==> config.mk <==
export PLATFORM = sky130hd
export DESIGN_NAME = spike_encoder
export DESIGN_NICKNAME = d
export VERILOG_FILES = /design/src/rtl/spike_encoder.sv
export SDC_FILE = /design/constraint.sdc
export NUM_CORES = 1
export LEC_CHECK = 0
export CAP_MARGIN = 20
export CORE_ASPECT_RATIO = 0.9
export CORE_MARGIN = 3
export CORE_UTILIZATION = 40
export DETAILED_ROUTE_END_ITERATION = 6
export SLEW_MARGIN = 20
export SYNTH_ARGS = -nofsm -noshare
export SYNTH_HDL_FRONTEND = slang
export SYNTH_SLANG_ARGS = --single-unit
==> constraint.sdc <==
create_clock -name clk -period 7 [get_ports clk]
set_input_delay 1.4 -clock clk [delete_from_list [all_inputs] [get_ports clk]]
set_output_delay 1.4 -clock clk [all_outputs]
set_load 0.005 [all_outputs]
==> src/rtl/spike_encoder.sv <==
// Spike encoder: converts an unsigned intensity into a WINDOW-slot spike train,
// using either rate coding (accumulator overflow) or time-to-first-spike latency coding.
module spike_encoder #(
    parameter  int DATA_W = 8,
    parameter  int WINDOW = 16,
    localparam int CNT_W  = $clog2(WINDOW)
) (
    input  logic              clk,
    input  logic              reset,
    input  logic              in_valid,
    output logic              in_ready,
    input  logic [DATA_W-1:0] in_value,
    input  logic              in_mode,
    input  logic              abort,
    output logic              spike_out,
    output logic              busy,
    output logic              window_done,
    output logic [CNT_W:0]    spike_count
);

    typedef enum logic {IDLE = 1'b0, RUN = 1'b1} state_t;

    state_t            state_q, state_d;
    logic [CNT_W-1:0]  slot_q, slot_d;
    logic [DATA_W-1:0] acc_q, acc_d;
    logic [DATA_W-1:0] value_q, value_d;
    logic              mode_q, mode_d;
    logic [CNT_W:0]    cnt_q, cnt_d;
    logic              spike_out_q, spike_out_d;
    logic              busy_q, busy_d;
    logic              window_done_q, window_done_d;
    logic [CNT_W:0]    spike_count_q, spike_count_d;

    logic              accept, last, spike, running;
    logic [DATA_W:0]   sum;
    logic [CNT_W-1:0]  target;

    always_comb begin
        running  = (state_q == RUN);
        last     = (slot_q == CNT_W'(WINDOW - 1));
        in_ready = (!running || last) && !abort;
        accept   = in_valid && in_ready;
        sum      = {1'b0, acc_q} + {1'b0, value_q};
        // Brighter inputs fire earlier: slot index is the top CNT_W bits of the inverted value.
        target   = CNT_W'((~value_q) >> (DATA_W - CNT_W));
        spike    = running && (mode_q ? ((value_q != '0) && (slot_q == target))
                                      : sum[DATA_W]);
    end

    // State register
    always_ff @(posedge clk or posedge reset) begin
        if (reset) state_q <= IDLE;
        else       state_q <= state_d;
    end

    // Next-state logic
    always_comb begin
        state_d = state_q;
        case (state_q)
            IDLE: if (accept) state_d = RUN;
            RUN: begin
                if (abort)     state_d = IDLE;
                else if (last) state_d = accept ? RUN : IDLE;
            end
            default: state_d = IDLE;
        endcase
    end

    // Datapath and output next values
    always_comb begin
        slot_d        = slot_q;
        acc_d         = acc_q;
        value_d       = value_q;
        mode_d        = mode_q;
        cnt_d         = cnt_q;
        spike_out_d   = spike && !abort;
        window_done_d = running && last && !abort;
        spike_count_d = spike_count_q;
        busy_d        = (state_d == RUN);

        if (running && last && !abort)
            spike_count_d = cnt_q + (CNT_W+1)'(spike);

        if (accept) begin
            value_d = in_value;
            mode_d  = in_mode;
            slot_d  = '0;
            acc_d   = '0;
            cnt_d   = '0;
        end else if (running && abort) begin
            slot_d = '0;
            acc_d  = '0;
        end else if (running) begin
            slot_d = slot_q + 1'b1;
            acc_d  = mode_q ? acc_q : sum[DATA_W-1:0];
            cnt_d  = cnt_q + (CNT_W+1)'(spike);
        end
    end

    always_ff @(posedge clk or posedge reset) begin
        if (reset) begin
            slot_q        <= '0;
            acc_q         <= '0;
            value_q       <= '0;
            mode_q        <= 1'b0;
            cnt_q         <= '0;
            spike_out_q   <= 1'b0;
            busy_q        <= 1'b0;
            window_done_q <= 1'b0;
            spike_count_q <= '0;
        end else begin
            slot_q        <= slot_d;
            acc_q         <= acc_d;
            value_q       <= value_d;
            mode_q        <= mode_d;
            cnt_q         <= cnt_d;
            spike_out_q   <= spike_out_d;
            busy_q        <= busy_d;
            window_done_q <= window_done_d;
            spike_count_q <= spike_count_d;
        end
    end

    assign spike_out   = spike_out_q;
    assign busy        = busy_q;
    assign window_done = window_done_q;
    assign spike_count = spike_count_q;

endmodule

; After elaboration in Yosys (flattened, before gate mapping)
; Index checks and enable logic that the tools add are counted.
[classes]
add_sub_neg = 3
n_eq_ne = 4
n_mux = 15
bitwise = 2
n_reduce_logical = 16
[ops]
columns = operator, count
row1 = 8-bit two-way mux, 4
row2 = 5-bit two-way mux, 3
row3 = 4-bit two-way mux, 3
row4 = 8-bit by 8-bit adder with 9-bit output, 1
row5 = 1-bit logical AND, 8
row6 = 8-bit NOT, 1
row7 = 8-bit nonzero test, 1
row8 = 5-bit by 1-bit adder with 5-bit output, 1
row9 = "4-bit by 1-bit adder with 4-bit output, second input constant", 1
row10 = 4-bit == test, 1
row11 = "4-bit == test, second input constant", 1
row12 = 1-bit two-way mux, 4
row13 = 2-bit AND reduction, 2
row14 = "3-bit by 1-bit != test with 1-bit output, second input constant", 1
row15 = 3-bit nonzero test, 1
row16 = 1-bit logical NOT, 2
row17 = "2-bit != test, second input constant", 1
row18 = 1-bit one-hot mux with 2 select lines, 1
row19 = 2-bit nonzero test, 1
row20 = 1-bit logical OR, 1
row21 = 1-bit NOT, 1
[word_totals]
ff_bits = 34
input_bits = 13
output_inout_bits = 9
word_cells = 49

; Longest topological paths before layout
; Gate-level depths: netlist of the first run.
[logic_depth]
depth_word = 9
ltp_mapped = 12
ltp_nobuf = 12

; Least setup slack after synthesis of the first run
; No wires, ideal clock.
[synth_timing]
kind = input -> output
startpoint = input port abort
endpoint = output port in_ready
arrival_ns = 1.528
t_required_ns = 5.600
setup_slack_ns = 4.072
stages = 1
path_buffers = 0
path_cell_list = a21oi_1
[synth_between]
elab_chain_cells = 2
[synth_lines]
columns = item, line
row1 = start: declaration, 14  ; input logic abort,
row2 = 1-bit logical NOT, 41  ; in_ready = (!running || last) && !abort;
row3 = 1-bit logical AND, 41
row4 = end: declaration, 11  ; output logic in_ready,
; Every way passes these cells.

; Final worst setup path of the first run
; Same ends and word-level chain as after synthesis.

==> results of run 1 <==
[worst register-to-register path: stages (launching register included)]
cell and delay [ns]:
sky130_fd_sc_hd__dfrtp_1 0.37, sky130_fd_sc_hd__ha_1 0.22, sky130_fd_sc_hd__inv_1 0.07, sky130_fd_sc_hd__fa_1 0.45, sky130_fd_sc_hd__nor2b_4 0.14, sky130_fd_sc_hd__o2111a_1 0.22, sky130_fd_sc_hd__o211ai_1 0.12, sky130_fd_sc_hd__a211oi_1 0.26
sky130_fd_sc_hd__ha_1 0.22, sky130_fd_sc_hd__ha_1 0.24, sky130_fd_sc_hd__nand3_1 0.16, sky130_fd_sc_hd__a21o_1 0.21, sky130_fd_sc_hd__a22o_1 0.18
[layout make-up]
cell class	instances	area [um^2]	area share
Clock buffer	7	76.32	0.03492
Inverter	7	26.28	0.01202
Multi-Input combinational cell	119	939.7	0.4299
Sequential cell	34	850.8	0.3892
Tap cell	60	75.07	0.03434
Timing Repair Buffer	22	217.7	0.09960
[sequential cells by signal, summed over array words and instances, names as in the netlist]
register,flops
cnt_q,5
slot_q,4
mode_q,1
busy,1
window_done,1
spike_count,5
spike_out,1
acc_q,8
value_q,8
[power by group through the flow]
stage	Sequential, mW	Combinational [mW]	Clock (mW)
final	0.241	0.130	0.132
after global routing	0.244	0.145	0.145
after CTS	0.241	0.130	0.138
after detailed placement	0.245	0.129	0
after global placement	0.244	0.125	0
after floorplan	0.237	0.102	0
[kinds of logic (layout without fill, tap and decap cells)]
| logic type | count (synthesis) | count (layout) |
|---|---|---|
| xor+xnor | 11 | 11 |
| fa+ha+maj | 12 | 12 |
| buf+inv | 11 | 36 |
| flops | 34 | 34 |
| mux | 10 | 10 |
| compound gates | 50 | 50 |
| simple gates | 36 | 36 |
[per-stage QoR]
step	instances	cell area (um^2)	hold WS [ns]
4_1_cts	249	2186	0.5124
3_3_place_gp	242	2110	0.4865
3_5_place_dp	242	2110	0.4957
6_report	249	2186	0.5066
2_1_floorplan	164	1846	0.4722
5_1_grt	249	2186	0.5178
[cells in the final DEF, fill, tap and decap left out, drive strengths merged, types with 2 or more instances in the layout]
cell / n
o21bai: 2
nor3: 3
mux2: 10
clkbuf: 7
nor4: 3
dfrtp: 34
a211oi: 4
xor2: 2
ha: 11
a21o: 3
a32o: 3
clkdlybuf4s50: 21
a22o: 9
a21oi: 13
nand2b: 3
o211ai: 2
o21ai: 10
inv: 7
nand2: 5
nor2: 11
nand3: 4
xnor2: 9
or3: 3
[per-layer routing]
layer / vias up / routed length (um) / part of all wire
met2: 30 / 1526 / 0.42
met3: 8 / 168 / 0.046
met4: 0 / 59 / 0.016
li1: 657 / - / -
met5: - / 0 / 0
met1: 660 / 1860 / 0.51
[final timing paths]
kind	from	to	slack, ns	cells after the start
max in group asynchronous	reset	spike_count[3]	5.17	3
max reg2reg	value_q[0]	cnt_q[4]	4.02	12
min	acc_q[4]	acc_q[4]	0.51	1
max	abort	in_ready	3.02	3
min reg2reg	acc_q[4]	acc_q[4]	0.51	1
min in group asynchronous	reset	busy	1.51	3
==> impl_metrics.csv, run 1 <==
group,metric,value,unit
synthesis,area_share_of_xor_xnor_cells_in_the_synthesized_design,0.05220,
floorplan,num_rows,22,
power,power.density,230.2,nW/um^2
synthesis,synth_flop_cell,"sky130_fd_sc_hd__dfrtp_1",
cts,clock_path_buffers,2,
worst_setup_path,crit_type,"primary input to output pin",
cells_and_area,antenna_cells,0,
sta,finalCriticalPeriod,3.977,ns
cts,post-cts-setup-buffer-count,0,
synthesis,synth_commonest_cells,"34 x sky130_fd_sc_hd__dfrtp_1, 11 x sky130_fd_sc_hd__a21oi_1, 11 x sky130_fd_sc_hd__ha_1",
global_routing,via_count_of_the_first_global_routing_pass,1321,
floorplan,starting_density,0.4326,
floorplan,die_height,70.44,um
global_routing,wire_length_of_the_first_global_routing_pass,6134,um
detailed_routing,ant_nets,0,
synthesis,muxShareOfSynthArea,0.06102,
synthesis,mappedNetlistArea,1846,um^2
sta,final_hold_violations,0,
floorplan,core_area,4267,um^2
cells_and_area,drive_above_1_share,0.1005,
worst_setup_path,critical_path.endpoint_type,"output pin",
cts,ctsHoldBuffers,0,
detailed_routing,drt_pre_antenna_iters,4,
worst_setup_path,crit_required,5.60,ns
synthesis,synth-compound-area-share,0.1946,
synthesis,synth.distinct_cells,42,
sta,timing.slew.headroom,0.6699,
power,clockPowerShare,0.263,
worst_setup_path,critical_path_arrival,2.58,ns
synthesis,edff_count_synth,0,
worst_setup_path,cp_slowest_cell,"sky130_fd_sc_hd__clkdlybuf4s50_1",
detailed_routing,total_wirelength,3614,um
detailed_routing,number_of_vias_per_cell_after_detailed_routing,5.442,
worst_setup_path,critical_path.startpoint_type,"primary input",
global_routing,global_route.usage.met3,0.03737,
power,cellLeakagePower,0.9499,nW
cells_and_area,n_fill_cell,394,
power,vdd_ir_drop_max,0.1151,mV
synthesis,ys_warn_count,0,
cts,clkLatencyLatePin,0.28,ns
synthesis,synth_simple_gate_area_frac,0.1159,
cts,cts_max_level,2,
global_routing,grt_max_degree,35,
synthesis,synthCells,164,
place,worst_slack_after_detailed_placement,3.023,ns
cts,clkSinkCount,34,
synthesis,synth-adder-area-share,0.08542,
global_routing,globalRouteMet1Util,0.2031,
detailed_routing,route.detailed.wl_per_inst,14.51,um
sta,maxClockFrequency,251.4,MHz
sta,worst_clock_skew,0.004117,ns
power,intPower,352.3,uW
cells_and_area,num-nets-final,214,
outcome,outcome,"completed",
floorplan,die-area,5466,um^2
cells_and_area,area_delta_synth_final,18.44,%
synthesis,largest_family_of_logic_cells_by_synthesized_area,"compound AO/OA/AOI/OAI gates",
synthesis,synth_nets,189,
sta,timing.final.ws_setup,3.023,ns
global_routing,antenna_found_initial,0,
floorplan,die_width,77.60,um
sta,totalNegativeSetupSlack,0,ns
synthesis,seq_area_frac_synth,0.4610,
cts,cts_tree,"built",
power,overall_power,503.3,uW
min_path,hold_path.class,"register to register",
power,sw_frac_of_total,0.2999,
global_routing,grtUsageMet2,0.2044,
detailed_routing,drt_drc_violations_left,0,
power,share_seq_of_total_power,0.479,
cts,clock-root-buffer,"sky130_fd_sc_hd__clkbuf_8",
cts,clk_transition_reported_paths,0.06,ns
cells_and_area,final_util,0.5123,
cts,cts_repair_resizes,0,
synthesis,async_reset_ff_frac,1.000,
worst_setup_path,cpPeakStageDelay,0.51,ns
sta,grt_setup_unrepaired,"false",
synthesis,syn-mean-instance-area,11.25,um^2
place,placement.io_buffers,21,
power,comb_power_share,0.258,
worst_setup_path,critical-path-top-cell-by-count,"sky130_fd_sc_hd__clkdlybuf4s50_1",
global_routing,top_usage_layer,"met2",
synthesis,most_instantiated_library_cell_after_synthesis,"sky130_fd_sc_hd__dfrtp_1",
sta,max_slew.worst_pin.slew,0.4941,ns
place,place_congestion,0.8113,
global_routing,grt_use_total,0.1430,
detailed_routing,route.vias.total,1355,
synthesis,synthDominantAreaCellType,"sky130_fd_sc_hd__dfrtp_1",
sta,final_setup_violation_count,0,
worst_setup_path,path_cells,"clkdlybuf4s50_1 -> a21oi_1 -> clkdlybuf4s50_1",
cts,cts-buffers-inserted,5,
global_routing,grt-ovfl-total,0,
run,cap_violations,0,
floorplan,floorplan.io_pins,22,
worst_setup_path,worstPathBufferInverterCount,2,
synthesis,synthTopCellsByArea,"sky130_fd_sc_hd__dfrtp_1 46%, sky130_fd_sc_hd__ha_1 7.5%, sky130_fd_sc_hd__a22o_1 4.3%",
worst_setup_path,worst_path_dominant_cell_family,"buffers and inverters",
place,detailed_place_hpwl,2650,um
worst_setup_path,crit_path_max_fanout,8,
synthesis,ys_seq_elements,34,
sta,fin_crit_sh,0.5682,
detailed_routing,drt-initial-drc-count,72,
synthesis,synth_top_area_frac,0.4610,
sta,maxSlewViolCount,0,
power,p_sw,150.9,uW
No activity file was read; power rests on OpenSTA's default activity.
==> inputs of run 2 (changes only) <==
==> constraint.sdc (replaced) <==
create_clock -name clk -period 4.1 [get_ports clk]
set_input_delay 0.82 -clock clk [delete_from_list [all_inputs] [get_ports clk]]
set_output_delay 0.82 -clock clk [all_outputs]
set_load 0.005 [all_outputs]
==> run 2 against run 1 <==
Effect of this change: cell count fell by 0.40%; sequential cell count unchanged; clock-buffer cell count fell by 1; register-to-register slack lost 2.8 ns; utilization rose by 0.15 points; critical path depth increased by 9; critical path type is now register to register; design area grew 0.29%; die area unchanged; clock power up 82%.
==> impl_metrics.csv, run 2 (synthesis results as in run 1) <==
group,metric,value,unit
detailed_routing,total_wirelength,3735,um
detailed_routing,drt-initial-drc-count,70,
power,clockPowerShare,0.273,
detailed_routing,ant_nets,0,
power,sw_frac_of_total,0.2996,
sta,worst_clock_skew,0.005449,ns
sta,fin_crit_sh,0.7021,
global_routing,grt_use_total,0.1558,
outcome,outcome,"completed",
place,placement.io_buffers,21,
global_routing,grt_max_degree,35,
global_routing,via_count_of_the_first_global_routing_pass,1340,
power,cellLeakagePower,0.9547,nW
power,comb_power_share,0.256,
worst_setup_path,critical-path-top-cell-by-count,"sky130_fd_sc_hd__ha_1",
worst_setup_path,cpPeakStageDelay,0.44,ns
sta,final_setup_violation_count,0,
sta,finalHoldWorstSlack,0.5026,ns
power,vdd_ir_drop_max,0.1658,mV
cells_and_area,final_util,0.5138,
worst_setup_path,crit_required,4.27,ns
worst_setup_path,critical_path.startpoint_type,"register",
place,detailed_place_hpwl,2674,um
place,numPlacedInstances,242,
cts,clock-root-buffer,"sky130_fd_sc_hd__clkbuf_8",
worst_setup_path,path_cells,"ha_1 -> inv_1 -> fa_1 -> nor2b_4 -> o2111a_1 -> o211ai_1 -> a211oi_1 -> ha_1 -> ha_1 -> nand3_1 -> a21o_1 -> a22o_1",
floorplan,die_height,70.44,um
cts,cts_max_level,2,
cells_and_area,area_delta_synth_final,18.78,%
cells_and_area,commonest_non_fill_non_tap_cells_in_the_layout,"34 x sky130_fd_sc_hd__dfrtp_1, 21 x sky130_fd_sc_hd__clkdlybuf4s50_1, 11 x sky130_fd_sc_hd__a21oi_1, 11 x sky130_fd_sc_hd__ha_1, 10 x sky130_fd_sc_hd__o21ai_0",
cts,cts_repair_resizes,0,
place,worst_slack_after_detailed_placement,1.213,ns
floorplan,starting_density,0.4326,
cts,post-cts-setup-buffer-count,0,
cells_and_area,num-nets-final,214,
sta,final_hold_violations,0,
floorplan,die-area,5466,um^2
cts,cts-buffers-inserted,5,
place,place_congestion,0.7859,
global_routing,antenna_found_initial,0,
floorplan,floorplan.io_pins,22,
power,overall_power,877.3,uW
sta,timing.slew.headroom,0.6652,
floorplan,num_rows,22,
cts,clk_transition_reported_paths,0.07,ns
power,share_seq_of_total_power,0.471,
cts,clkLatencyLatePin,0.28,ns
power,p_sw,262.8,uW
worst_setup_path,worstPathBufferInverterCount,1,
worst_setup_path,cp_slowest_cell,"sky130_fd_sc_hd__fa_1",
worst_setup_path,critical_path_arrival,3.05,ns
global_routing,wire_length_of_the_first_global_routing_pass,6658,um
cells_and_area,n_fill_cell,390,
sta,grt_setup_unrepaired,"false",
cts,clkSinkCount,34,
cts,cts_tree,"built",
floorplan,core_area,4267,um^2
worst_setup_path,worst_path_dominant_cell_family,"adder cells",
global_routing,grt-ovfl-total,0,
run,cap_violations,0,
sta,maxSlewViolCount,0,
detailed_routing,number_of_vias_per_cell_after_detailed_routing,5.448,
sta,maxClockFrequency,347.4,MHz
sta,totalNegativeSetupSlack,0,ns
worst_setup_path,critical_path.endpoint_type,"register",
cells_and_area,final_cell_count_no_fill,248,
place,post_place_instance_area,2110,um^2
min_path,hold_path.class,"register to register",
worst_setup_path,crit_path_max_fanout,4,
worst_setup_path,crit_type,"register to register",
cts,clock_path_buffers,2,
sta,max_slew.worst_pin.slew,0.5011,ns
cells_and_area,antenna_cells,0,
detailed_routing,route.vias.total,1351,
floorplan,die_width,77.60,um
detailed_routing,route.detailed.wl_per_inst,15.06,um
cells_and_area,final_cell_area,2192,um^2
sta,timing.final.ws_setup,1.221,ns
sta,finalCriticalPeriod,2.879,ns
cells_and_area,final_common_cell,"sky130_fd_sc_hd__dfrtp_1",
cells_and_area,drive_above_1_share,0.1064,
detailed_routing,drt_pre_antenna_iters,4,
cts,ctsHoldBuffers,0,
cells_and_area,layout_top_registers,"acc_q: 8 flops, value_q: 8 flops",
power,power.density,400.2,nW/um^2
power,intPower,614.4,uW
detailed_routing,drt_drc_violations_left,0,
==> run 2: changes by cell type in the layout (fill, tap and decap cells not counted), sizes merged <==
cell,delta
clkbuf,-1
==> run 2: per-layer routing <==
layer  wire, um  vias to the layer above  part of all wire  global-route usage
met2       1550                       40              0.41              0.2272
met1       1909                      649              0.51              0.2169
met3        231                        5             0.062             0.04897
met5          0                        -                 0                   0
met4         43                        0             0.012             0.05336
li1           -                      657                 -                   -
==> run 2: final cells by class <==
cell class	instances	area, um^2	area share
inverters	7	26.28	0.01199
clock buffers	6	82.58	0.03767
flip-flops and latches	34	850.8	0.3881
well taps	60	75.07	0.03425
multi-input cells	119	939.7	0.4287
repair buffers	22	217.7	0.09932
==> run 2: final timing paths <==
check,from,end,slack [ns],cells after the start
hold / removal,acc_q[7],acc_q[7],0.50,1
min in group asynchronous,reset,value_q[1],0.94,3
setup / recovery,value_q[0],cnt_q[4],1.22,12
hold reg to reg,acc_q[7],acc_q[7],0.50,1
setup reg to reg,value_q[0],cnt_q[4],1.22,12
max in group asynchronous,reset,acc_q[5],2.85,3
==> run 2: power groups by stage <==
stage / clock, mW / sequential [mW] / combinational [mW]
floorplan: 0 / 0.404 / 0.174
global placement: 0 / 0.417 / 0.216
detailed placement: 0 / 0.418 / 0.223
CTS: 0.250 / 0.413 / 0.225
global route: 0.266 / 0.421 / 0.253
finish: 0.240 / 0.413 / 0.225
==> run 2: worst reg2reg max path, stage by stage (launching register included) <==
cell and delay, ns:
sky130_fd_sc_hd__dfrtp_1 0.37, sky130_fd_sc_hd__ha_1 0.22, sky130_fd_sc_hd__inv_1 0.08, sky130_fd_sc_hd__fa_1 0.44, sky130_fd_sc_hd__nor2b_4 0.14, sky130_fd_sc_hd__o2111a_1 0.21
sky130_fd_sc_hd__o211ai_1 0.12, sky130_fd_sc_hd__a211oi_1 0.22, sky130_fd_sc_hd__ha_1 0.20, sky130_fd_sc_hd__ha_1 0.24, sky130_fd_sc_hd__nand3_1 0.16, sky130_fd_sc_hd__a21o_1 0.20
sky130_fd_sc_hd__a22o_1 0.17
==> inputs of run 3 (changes only) <==
==> constraint.sdc (replaced) <==
create_clock -name clk -period 2.4 [get_ports clk]
set_input_delay 0.48 -clock clk [delete_from_list [all_inputs] [get_ports clk]]
set_output_delay 0.48 -clock clk [all_outputs]
set_load 0.005 [all_outputs]
==> run 3 against run 2 <==
Effect of this change: clock-buffer cell count increased by 1; global-route usage increased by 0.059 points; hold slack improved by 0.0087 ns; die area unchanged; first-iteration DRC count decreased by 46%; cell count increased by 7.7%; non-clock buffer count increased by 18; critical endpoint unchanged; critical path type unchanged; power increased by 76%; register-to-register slack got worse by 1.4 ns; via count increased by 6.7%; the run now ends with setup timing left; utilization increased by 4.3 points.
==> impl_metrics.csv, run 3 (synthesis results as in run 1) <==
group,metric,value,unit
cts,clkLatencyLatePin,0.28,ns
worst_setup_path,critical_path_arrival,2.73,ns
cts,clock_path_buffers,2,
power,power.density,650.5,nW/um^2
floorplan,die_height,70.44,um
detailed_routing,drt_pre_antenna_iters,4,
run,cap_violations,0,
floorplan,starting_density,0.4326,
power,cellLeakagePower,1.038,nW
cells_and_area,final_util,0.5572,
cells_and_area,layout_top_registers,"acc_q: 8 flops, value_q: 8 flops",
worst_setup_path,cpPeakStageDelay,0.36,ns
sta,finalCriticalPeriod,2.561,ns
detailed_routing,drt-initial-drc-count,38,
cells_and_area,final_common_cell,"sky130_fd_sc_hd__dfrtp_1",
place,detailed_place_hpwl,2943,um
min_path,hold_path.class,"register to register",
detailed_routing,route.vias.total,1442,
cells_and_area,drive_above_1_share,0.2174,
cells_and_area,commonest_non_fill_non_tap_cells_in_the_layout,"34 x sky130_fd_sc_hd__dfrtp_1, 21 x sky130_fd_sc_hd__clkdlybuf4s50_1, 17 x sky130_fd_sc_hd__buf_4",
worst_setup_path,worst_path_dominant_cell_family,"adder cells",
worst_setup_path,crit_cells,12,
global_routing,via_count_of_the_first_global_routing_pass,1501,
cells_and_area,antenna_cells,0,
floorplan,num_rows,22,
sta,maxSlewViolCount,0,
worst_setup_path,crit_required,2.57,ns
cts,clk_transition_reported_paths,0.07,ns
global_routing,wire_length_of_the_first_global_routing_pass,6900,um
global_routing,grt_use_total,0.1564,
sta,fin_crit_sh,1.067,
global_routing,antenna_found_initial,0,
worst_setup_path,path_cells,"ha_2 -> inv_2 -> fa_2 -> nor2b_4 -> o2111a_1 -> o211ai_1 -> a211oi_2 -> ha_2 -> ha_4 -> nand3_4 -> a21o_1 -> a22o_1",
global_routing,grt-ovfl-total,0,
cells_and_area,n_fill_cell,383,
worst_setup_path,cp_slowest_cell,"sky130_fd_sc_hd__dfrtp_1",
worst_setup_path,critical_path.startpoint_type,"register",
worst_setup_path,rr_worst_depth,12,
worst_setup_path,worst_r2r_endpoint,"cnt_q[4]",
sta,timing.slew.headroom,0.6896,
detailed_routing,ant_nets,0,
worst_setup_path,crit_path_max_fanout,3,
worst_setup_path,worstReg2RegStart,"acc_q[0]",
sta,maxClockFrequency,390.5,MHz
worst_setup_path,critical_path.endpoint_type,"register",
global_routing,grt_max_degree,35,
worst_setup_path,timing.critical_path.to,"cnt_q[4]",
cts,cts_tree,"built",
worst_setup_path,critical-path-top-cell-by-count,"sky130_fd_sc_hd__ha_2",
floorplan,core_area,4267,um^2
floorplan,die-area,5466,um^2
sta,final_setup_violation_count,7,
sta,grt_setup_unrepaired,"true",
sta,max_slew.worst_pin.slew,0.4656,ns
cts,clock-root-buffer,"sky130_fd_sc_hd__clkbuf_8",
cells_and_area,final_cell_area,2377,um^2
outcome,failed_checks,"setup timing",
place,post_place_instance_area,2255,um^2
floorplan,die_width,77.60,um
detailed_routing,number_of_vias_per_cell_after_detailed_routing,5.401,
sta,timing.final.ws_setup,-0.1610,ns
power,vdd_ir_drop_max,0.4245,mV
detailed_routing,drt_drc_violations_left,0,
cts,cts-buffers-inserted,5,
cells_and_area,area_delta_synth_final,28.81,%
worst_setup_path,crit_type,"register to register",
outcome,outcome,"complete, but fails checks",
cts,clkSinkCount,34,
place,place_congestion,0.8128,
sta,final_hold_violations,0,
detailed_routing,route.detailed.wl_per_inst,14.58,um
place,placement.io_buffers,21,
sta,worst_clock_skew,0.002812,ns
cells_and_area,num-nets-final,232,
sta,totalNegativeSetupSlack,-0.5758,ns
floorplan,floorplan.io_pins,22,
detailed_routing,total_wirelength,3893,um
worst_setup_path,worstPathBufferInverterCount,1,
worst_setup_path,timing.critical_path.from,"acc_q[0]",
cts,cts_max_level,2,
worst_setup_path,reg2reg_slack,-0.16,ns
run 3: metal layers:
| layer | GRT usage | routed length (um) | up-vias |
|---|---|---|---|
| li1 | - | - | 695 |
| met2 | 0.2224 | 1662 | 49 |
| met1 | 0.2211 | 1949 | 691 |
| met3 | 0.05026 | 229 | 7 |
| met4 | 0.05534 | 51 | 0 |
| met5 | 0 | 0 | - |
run 3: worst reg2reg max path, stage by stage, from the launching register on:
cell	delay, ns
sky130_fd_sc_hd__dfrtp_1	0.36
sky130_fd_sc_hd__ha_2	0.20
sky130_fd_sc_hd__inv_2	0.04
sky130_fd_sc_hd__fa_2	0.36
sky130_fd_sc_hd__nor2b_4	0.12
sky130_fd_sc_hd__o2111a_1	0.20
sky130_fd_sc_hd__o211ai_1	0.14
sky130_fd_sc_hd__a211oi_2	0.24
sky130_fd_sc_hd__ha_2	0.23
sky130_fd_sc_hd__ha_4	0.15
sky130_fd_sc_hd__nand3_4	0.08
sky130_fd_sc_hd__a21o_1	0.18
sky130_fd_sc_hd__a22o_1	0.16
run 3: worst min path at each step:
stage | slack (ns) | endpoint | start | depth (start not counted)
floorplan | 0.47 | acc_q[4] | acc_q[4] | 1
global placement | 0.49 | acc_q[6] | acc_q[6] | 1
detailed placement | 0.50 | acc_q[6] | acc_q[6] | 1
CTS | 0.51 | acc_q[4] | acc_q[4] | 1
global route | 0.52 | acc_q[6] | acc_q[6] | 1
finish | 0.51 | spike_count[1] | spike_count[1] | 1
run 3: cell type report:
type                    count  area, um^2  area share
inverters                   7       26.28     0.01105
flip-flops and latches     34       850.8      0.3579
well taps                  60       75.07     0.03158
repair buffers             40       360.3      0.1516
clock buffers               7       76.32     0.03211
multi-input cells         119       988.4      0.4158
run 3: per-stage QoR:
| stage | hold WS [ns] | worst slack [ns] | cells | power (mW) |
|---|---|---|---|---|
| 6_report | 0.5113 | -0.1610 | 267 | 1.546 |
| 5_1_grt | 0.5228 | -0.2843 | 267 | 1.651 |
| 4_1_cts | 0.5133 | -0.1429 | 266 | 1.561 |
| 3_5_place_dp | 0.4954 | -0.2414 | 258 | 1.161 |
| 3_3_place_gp | 0.4857 | -0.1862 | 258 | 1.143 |
| 2_1_floorplan | 0.4722 | -0.1328 | 164 | 0.9919 |
run 3: what timing repair did:
action                                  4_1_cts  5_1_grt
endpoints found under the hold margin         0        0
hold buffers                                  0        0
gates resized for setup                       3        3
setup buffers                                 1        1
endpoints found under the setup margin        9       10
pin swaps                                     4        4
run 3: power breakdown:
group | internal [mW] | leakage, nW | switching (mW)
clock | 0.200 | 0.0383 | 0.193
combinational | 0.243 | 0.550 | 0.215
sequential | 0.637 | 0.449 | 0.0584
